==> config.mk <==
export PLATFORM = sky130hd
export DESIGN_NAME = dcache_req_arbiter
export DESIGN_NICKNAME = d
export VERILOG_FILES = /design/src/rtl/dcache_req_arbiter_pkg.sv /design/src/rtl/dcache_req_arbiter_rr_arbiter.sv /design/src/rtl/dcache_req_arbiter.sv
export SDC_FILE = /design/constraint.sdc
export NUM_CORES = 1
export LEC_CHECK = 0
export BUFFER_PORTS_ARGS = -buffer_cell sky130_fd_sc_hd__clkbuf_2
export CAP_MARGIN = 20
export CORE_AREA = 5 5 241 243
export CTS_CLUSTER_DIAMETER = 60
export DETAILED_ROUTE_END_ITERATION = 16
export DIE_AREA = 0 0 246 248
export GPL_TIMING_DRIVEN = 1
export PLACE_DENSITY = 0.41
export SETUP_SLACK_MARGIN = 0.15
export SYNTH_ARGS = -nofsm -noshare
export SYNTH_HDL_FRONTEND = slang
export SYNTH_SLANG_ARGS = --single-unit
==> constraint.sdc <==
create_clock -name clk -period 3.5 [get_ports clk]
set_input_delay 0.35 -clock clk [delete_from_list [all_inputs] [get_ports clk]]
set_output_delay 0.35 -clock clk [all_outputs]
set_load 0.02 [all_outputs]
==> src/rtl/dcache_req_arbiter_pkg.sv <==
// Shared types and helpers for the data-cache request arbiter.
// Contents: arb_state_e (IDLE/BUSY), default index width, rr_pick()
// round-robin selection helper usable by any arbiter up to MAX_REQ inputs.
package dcache_arb_pkg;

  typedef enum logic [0:0] {
    IDLE = 1'b0,
    BUSY = 1'b1
  } arb_state_e;

  localparam int unsigned NREQ_DEF  = 4;
  localparam int unsigned IDX_W     = $clog2(NREQ_DEF);
  localparam int unsigned MAX_REQ   = 32;
  localparam int unsigned MAX_IDX_W = 5;

  // First set bit of valid[n-1:0] scanning ptr, ptr+1, ... mod n; 0 if none set.
  function automatic logic [MAX_IDX_W-1:0] rr_pick(
    input logic [MAX_REQ-1:0]   valid,
    input logic [MAX_IDX_W-1:0] ptr,
    input int unsigned          n
  );
    logic [MAX_IDX_W-1:0] pick;
    logic                 found;
    int unsigned          idx;
    pick  = '0;
    found = 1'b0;
    for (int unsigned i = 0; i < MAX_REQ; i++) begin
      idx = (32'(ptr) + i) % n;
      if ((i < n) && !found && valid[idx[MAX_IDX_W-1:0]]) begin
        pick  = idx[MAX_IDX_W-1:0];
        found = 1'b1;
      end
    end
    return pick;
  endfunction

endpackage

==> src/rtl/dcache_req_arbiter_rr_arbiter.sv <==
// Combinational round-robin arbiter (N <= MAX_REQ).
// Ports: req   - request vector
//        ptr   - highest-priority index this cycle
//        gnt   - one-hot grant, all zero when no request
//        gnt_idx - binary index of the grant (0 when no request)
module rr_arbiter
  import dcache_arb_pkg::*;
#(
  parameter int unsigned N = 4,
  parameter int unsigned W = (N > 1) ? $clog2(N) : 1
) (
  input  logic [N-1:0] req,
  input  logic [W-1:0] ptr,
  output logic [N-1:0] gnt,
  output logic [W-1:0] gnt_idx
);

  logic [MAX_IDX_W-1:0] w_pick;

  always_comb w_pick = rr_pick(MAX_REQ'(req), MAX_IDX_W'(ptr), N);

  assign gnt_idx = W'(w_pick);
  assign gnt     = (|req) ? (N'(1) << gnt_idx) : '0;

endmodule

==> src/rtl/dcache_req_arbiter.sv <==
// Round-robin arbiter sharing one data-cache port among NREQ requesters.
// One request in flight at a time; the response is routed to its owner and a
// watchdog retires requests the cache never answers.
// Ports: rq_*      - per-requester valid/ready, packed addr/write/wdata
//        rsp_*     - one-hot response pulse, read data, watchdog-retire flag
//        dc_req_*  - request toward the cache (fields registered)
//        dc_resp_* - cache response pulse and read data
//        err_*     - sticky timeout / spurious-response flags
module dcache_req_arbiter
  import dcache_arb_pkg::*;
#(
  parameter int unsigned NREQ        = 4,
  parameter int unsigned ADDR_W      = 32,
  parameter int unsigned DATA_W      = 64,
  parameter int unsigned TIMEOUT_CYC = 1024
) (
  input  logic                   clk,
  input  logic                   rst_n,
  input  logic [NREQ-1:0]        rq_valid,
  output logic [NREQ-1:0]        rq_ready,
  input  logic [NREQ*ADDR_W-1:0] rq_addr,
  input  logic [NREQ-1:0]        rq_write,
  input  logic [NREQ*DATA_W-1:0] rq_wdata,
  output logic [NREQ-1:0]        rsp_valid,
  output logic [DATA_W-1:0]      rsp_rdata,
  output logic                   rsp_err,
  output logic                   dc_req_valid,
  output logic [ADDR_W-1:0]      dc_req_addr,
  output logic                   dc_req_write,
  output logic [DATA_W-1:0]      dc_req_wdata,
  input  logic                   dc_resp_valid,
  input  logic [DATA_W-1:0]      dc_resp_rdata,
  output logic                   err_timeout,
  output logic                   err_spurious
);

  localparam int unsigned RR_W = $clog2(NREQ);
  localparam int unsigned WD_W = $clog2(TIMEOUT_CYC);

  arb_state_e          r_state,     w_state_nxt;
  logic [RR_W-1:0]     r_rr_ptr,    w_rr_ptr_nxt;
  logic [RR_W-1:0]     r_owner,     w_owner_nxt;
  logic [WD_W-1:0]     r_wd_cnt,    w_wd_cnt_nxt;
  logic [ADDR_W-1:0]   r_addr,      w_addr_nxt;
  logic                r_write,     w_write_nxt;
  logic [DATA_W-1:0]   r_wdata,     w_wdata_nxt;
  logic [NREQ-1:0]     r_rsp_valid, w_rsp_valid_nxt;
  logic                r_rsp_err,   w_rsp_err_nxt;
  logic [DATA_W-1:0]   r_rdata,     w_rdata_nxt;
  logic                r_err_to,    w_err_to_nxt;
  logic                r_err_sp,    w_err_sp_nxt;

  logic [NREQ-1:0]     w_gnt;
  logic [RR_W-1:0]     w_gnt_idx;

  rr_arbiter #(.N(NREQ), .W(RR_W)) u_rr (
    .req     (rq_valid),
    .ptr     (r_rr_ptr),
    .gnt     (w_gnt),
    .gnt_idx (w_gnt_idx)
  );

  assign rq_ready     = (r_state == IDLE) ? w_gnt : '0;
  // Dropped in the response cycle so the cache never samples the request twice.
  assign dc_req_valid = (r_state == BUSY) & ~dc_resp_valid;

  assign dc_req_addr  = r_addr;
  assign dc_req_write = r_write;
  assign dc_req_wdata = r_wdata;
  assign rsp_valid    = r_rsp_valid;
  assign rsp_err      = r_rsp_err;
  assign rsp_rdata    = r_rdata;
  assign err_timeout  = r_err_to;
  assign err_spurious = r_err_sp;

  // Next-state and next-register values.
  always_comb begin
    w_state_nxt     = r_state;
    w_rr_ptr_nxt    = r_rr_ptr;
    w_owner_nxt     = r_owner;
    w_wd_cnt_nxt    = r_wd_cnt;
    w_addr_nxt      = r_addr;
    w_write_nxt     = r_write;
    w_wdata_nxt     = r_wdata;
    w_rsp_valid_nxt = '0;
    w_rsp_err_nxt   = 1'b0;
    w_rdata_nxt     = r_rdata;
    w_err_to_nxt    = r_err_to;
    w_err_sp_nxt    = r_err_sp;
    if (r_state == IDLE) begin
      if (dc_resp_valid) w_err_sp_nxt = 1'b1;
      if (|rq_valid) begin
        w_addr_nxt   = rq_addr[32'(w_gnt_idx)*ADDR_W +: ADDR_W];
        w_write_nxt  = rq_write[w_gnt_idx];
        w_wdata_nxt  = rq_wdata[32'(w_gnt_idx)*DATA_W +: DATA_W];
        w_owner_nxt  = w_gnt_idx;
        w_rr_ptr_nxt = (w_gnt_idx == RR_W'(NREQ-1)) ? '0 : w_gnt_idx + RR_W'(1);
        w_wd_cnt_nxt = '0;
        w_state_nxt  = BUSY;
      end
    end else begin
      if (dc_resp_valid) begin
        w_rsp_valid_nxt = NREQ'(1) << r_owner;
        w_rdata_nxt     = dc_resp_rdata;
        w_state_nxt     = IDLE;
      end else if (r_wd_cnt == WD_W'(TIMEOUT_CYC-1)) begin
        w_rsp_valid_nxt = NREQ'(1) << r_owner;
        w_rsp_err_nxt   = 1'b1;
        w_rdata_nxt     = '0;
        w_err_to_nxt    = 1'b1;
        w_state_nxt     = IDLE;
      end else begin
        w_wd_cnt_nxt = r_wd_cnt + WD_W'(1);
      end
    end
  end

  // State and datapath registers.
  always_ff @(posedge clk or negedge rst_n) begin
    if (!rst_n) begin
      r_state     <= IDLE;
      r_rr_ptr    <= '0;
      r_owner     <= '0;
      r_wd_cnt    <= '0;
      r_addr      <= '0;
      r_write     <= 1'b0;
      r_wdata     <= '0;
      r_rsp_valid <= '0;
      r_rsp_err   <= 1'b0;
      r_rdata     <= '0;
      r_err_to    <= 1'b0;
      r_err_sp    <= 1'b0;
    end else begin
      r_state     <= w_state_nxt;
      r_rr_ptr    <= w_rr_ptr_nxt;
      r_owner     <= w_owner_nxt;
      r_wd_cnt    <= w_wd_cnt_nxt;
      r_addr      <= w_addr_nxt;
      r_write     <= w_write_nxt;
      r_wdata     <= w_wdata_nxt;
      r_rsp_valid <= w_rsp_valid_nxt;
      r_rsp_err   <= w_rsp_err_nxt;
      r_rdata     <= w_rdata_nxt;
      r_err_to    <= w_err_to_nxt;
      r_err_sp    <= w_err_sp_nxt;
    end
  end

endmodule

==> flow_summary.yaml <==
routing:
  drcViolationCount: 0
  antenna_left: 0
  via_per_inst: 4.49
  via_count: 10175
  wire_per_inst_um: 22.2
  drt_first_pass_iters: 4
  drtIter0Drc: 497
  wl_mm: 50.3
grt:
  grtUsageTotal: 0.155
  overflow: 0
  grt_max_degree: 105
  grt_pass1_wl_mm: 70.8
  antenna_found_initial: 7
  grt_pass1_vias: 10654
hold_path:
  min_delay_path_depth: 2
  min-delay-start: "dc_resp_rdata[47]"
  hold_class: "in2reg"
yosys:
  mappedNetlistArea_um2: 9650
  synth_xor_area_frac: 0.00454
  syn_nets: 1376
  synth-adder-area-share: 0.00259
  syn_avg_cell_area_um2: 10.5
  synth-seq-area-share: 0.475
  synth_compound_area_frac: 0.237
  yosysUniqueCellTypes: 45
  synth-simple-area-share: 0.128
  yosysWarnings: 0
  synthCells: 915
  synth_top_family_by_area: "compound AO/OA/AOI/OAI gates"
  ys.flop_type: "dfrtp_1"
  synth-edff-count: 0
  async_reset_ff_frac: 1.00
  muxShareOfSynthArea: 0.103
  ys_ff_latch: 183
worst_setup_path:
  cp_slowest_cell: "dfrtp_1"
  required_ps: 3150
  arrival_ps: 2660
  crit_path_end_kind: "output port"
  cp_cell_sequence: "mux2i_1 > nand2_4 > nand2_8 > buf_12 > buf_4 > nor3_1 > clkbuf_2"
  max_stage_delay_ps: 470
  critPathMaxFanout: 43
  startpoint_type: "register"
  critical_path_class: "reg2out"
  cp-startpoint: "r_rr_ptr[1]"
  r2r_start: "r_rr_ptr[0]"
  reg2reg_depth: 7
floorplan:
  die_x_um: 246
  start_util: 0.173
  die_area_um2: 61000
  io_pins: 632
  die_y_um: 248
  row_count: 87
  core_um2: 55700
placement:
  dp_cells: 2230
  dp_hpwl_mm: 37.4
  place.gp.congestion: 0.816
  numPortBuffers: 631
  place_ws_ps: 738
timing:
  drv_slew: 0
  setup_ws_ps: 487
  min_period_ps: 3010
  period_share: 0.861
  max_freq_mhz: 332
  rsz0062_at_grt: "false"
  max_slew_margin: 0.381
  fin_setup_tns_ps: 0
  worst_slew_pin_slew_ps: 928
  finalClockSkew_ps: 9.89
  finalSetupViolCount: 0
  hold_violations: 0
power_and_ir_drop:
  max-vdd-ir-drop_v: 0.000502
  p_leak_nw: 7.10
  powerDensity_nw_per_um2: 845
run:
  maxCapViolCount: 0
clocking:
  cts_made_buffers: 17
  cts.sinks: 183
  cts_tree: "built"
  clkLatencyLatePin_ps: 480
  path_clk_slew_ps: 80
  cts_max_level: 4
  clock_path_buffers: 2
  ctsRootBufferMaster: "clkbuf_16"
  post_cts_resized: 0
cells_and_area:
  stdcell_count: 2268
  layout_commonest_cell: "clkbuf_2"
  drive_gt1_frac: 0.468
  nets: 1956
  layout_common_cells: "clkbuf_2 (630), dfrtp_1 (183), nor2_1 (106)"
  syn_to_final_growth_pct: 47.6
  fill_cells: 6117
status:
  status: "complete, no violations"
-- cell usage after synthesis (2+ instances only) --
master | n | area [um^2]
inv_1 | 4 | 15.0
nor3_1 | 9 | 45.0
ha_1 | 2 | 25.0
clkbuf_1 | 67 | 251
buf_4 | 8 | 60.1
a2111oi_1 | 2 | 20.0
nor3b_1 | 2 | 15.0
a21oi_1 | 3 | 15.0
a211oi_2 | 2 | 25.0
and3_1 | 97 | 607
nor4_1 | 2 | 12.5
a21o_1 | 3 | 22.5
mux2i_1 | 99 | 991
buf_8 | 2 | 30.0
or2_2 | 2 | 12.5
nor2_1 | 108 | 405
a2111oi_0 | 93 | 815
buf_1 | 7 | 26.3
and2_1 | 3 | 18.8
a21boi_1 | 2 | 15.0
nor2b_1 | 2 | 12.5
buf_6 | 3 | 33.8
a211oi_1 | 95 | 713
o21ai_0 | 3 | 15.0
dfrtp_1 | 183 | 4580
buf_2 | 13 | 65.1
a22o_1 | 64 | 561
a2111oi_2 | 2 | 30.0
o31ai_1 | 2 | 15.0
xnor2_1 | 5 | 43.8
nand2_1 | 8 | 30.0
nand3_1 | 5 | 25.0
-- routing by layer --
layer | routed length (um) | GRT usage | up-vias
li1 | - | - | 4722
met1 | 20900 | 0.191 | 4942
met2 | 24500 | 0.257 | 462
met3 | 3870 | 0.0496 | 49
met4 | 1090 | 0.0545 | 0
met5 | 0 | 0 | -
-- layout make-up --
class                           count  area (um^2)  area share
Clock buffer                       17          425      0.0299
Timing Repair Buffer              660         3480       0.245
Sequential cell                   183         4580       0.322
Antenna cell                        5         12.5    0.000879
Tap cell                          756          946      0.0664
Inverter                            5         20.0     0.00141
Multi-Input combinational cell    628         4640       0.326
Clock inverter                     14          129     0.00905
-- final timing paths --
path / endpoint / slack [ps]
setup / recovery: rq_ready[1] / 490
hold / removal: rsp_rdata[47] / 90
setup reg to reg: dc_req_wdata[47] / 830
hold reg to reg: err_spurious / 460
max in group asynchronous: dc_req_addr[22] / 1990
min in group asynchronous: rsp_rdata[30] / 530
-- power by group --
| part | internal, mW | switching [mW] | total (mW) |
|---|---|---|---|
| clock | 0.936 | 0.996 | 1.93 |
| combinational | 2.26 | 4.16 | 6.42 |
| sequential | 3.09 | 0.593 | 3.68 |
-- repair_timing --
action                                  in CTS  in global routing
hold endpoints to repair                    33                  0
hold buffers                                 1                  0
endpoints found under the setup margin       0                  1
buffers inserted                             0                  0
-- cells by family (layout without fill, tap and decap cells) --
logic type	count (synthesis)	after routing
buffers and inverters	105	696
AND/OR/NAND/NOR	245	246
flip-flops	183	183
XOR/XNOR	5	5
adder cells (fa/ha/maj)	2	2
AO/OA/AOI/OAI	276	276
other	0	5
multiplexers	99	99
-- worst max-delay path: cells and delay by family, from the launching register on --
| family | cells | cell delay, ps |
|---|---|---|
| buffers and inverters | 3 | 720 |
| flip-flops | 1 | 470 |
| multiplexers | 1 | 310 |
| AND/OR/NAND/NOR | 3 | 670 |
-- registers in the layout, summed over array words and instances (netlist names), 2 cells and up --
register	cells
r_owner	2
rsp_valid	4
dc_req_wdata	64
rsp_rdata	64
dc_req_addr	32
r_rr_ptr	2
r_wd_cnt	10
-- metrics by stage --
| stage | hold slack (ps) | cell area, um^2 | total power [mW] | utilization |
|---|---|---|---|---|
| global route | 37.1 | 14200 | 12.9 | 0.255 |
| CTS | 19.3 | 14200 | 12.2 | 0.255 |
| finish | 85.1 | 14200 | 12.0 | 0.256 |
| floorplan | 54.4 | 9650 | 7.59 | - |
| detailed placement | 453 | 13700 | 10.2 | 0.245 |
| global placement | 453 | 13600 | 10.2 | 0.245 |
No activity file was read; power rests on OpenSTA's default activity.
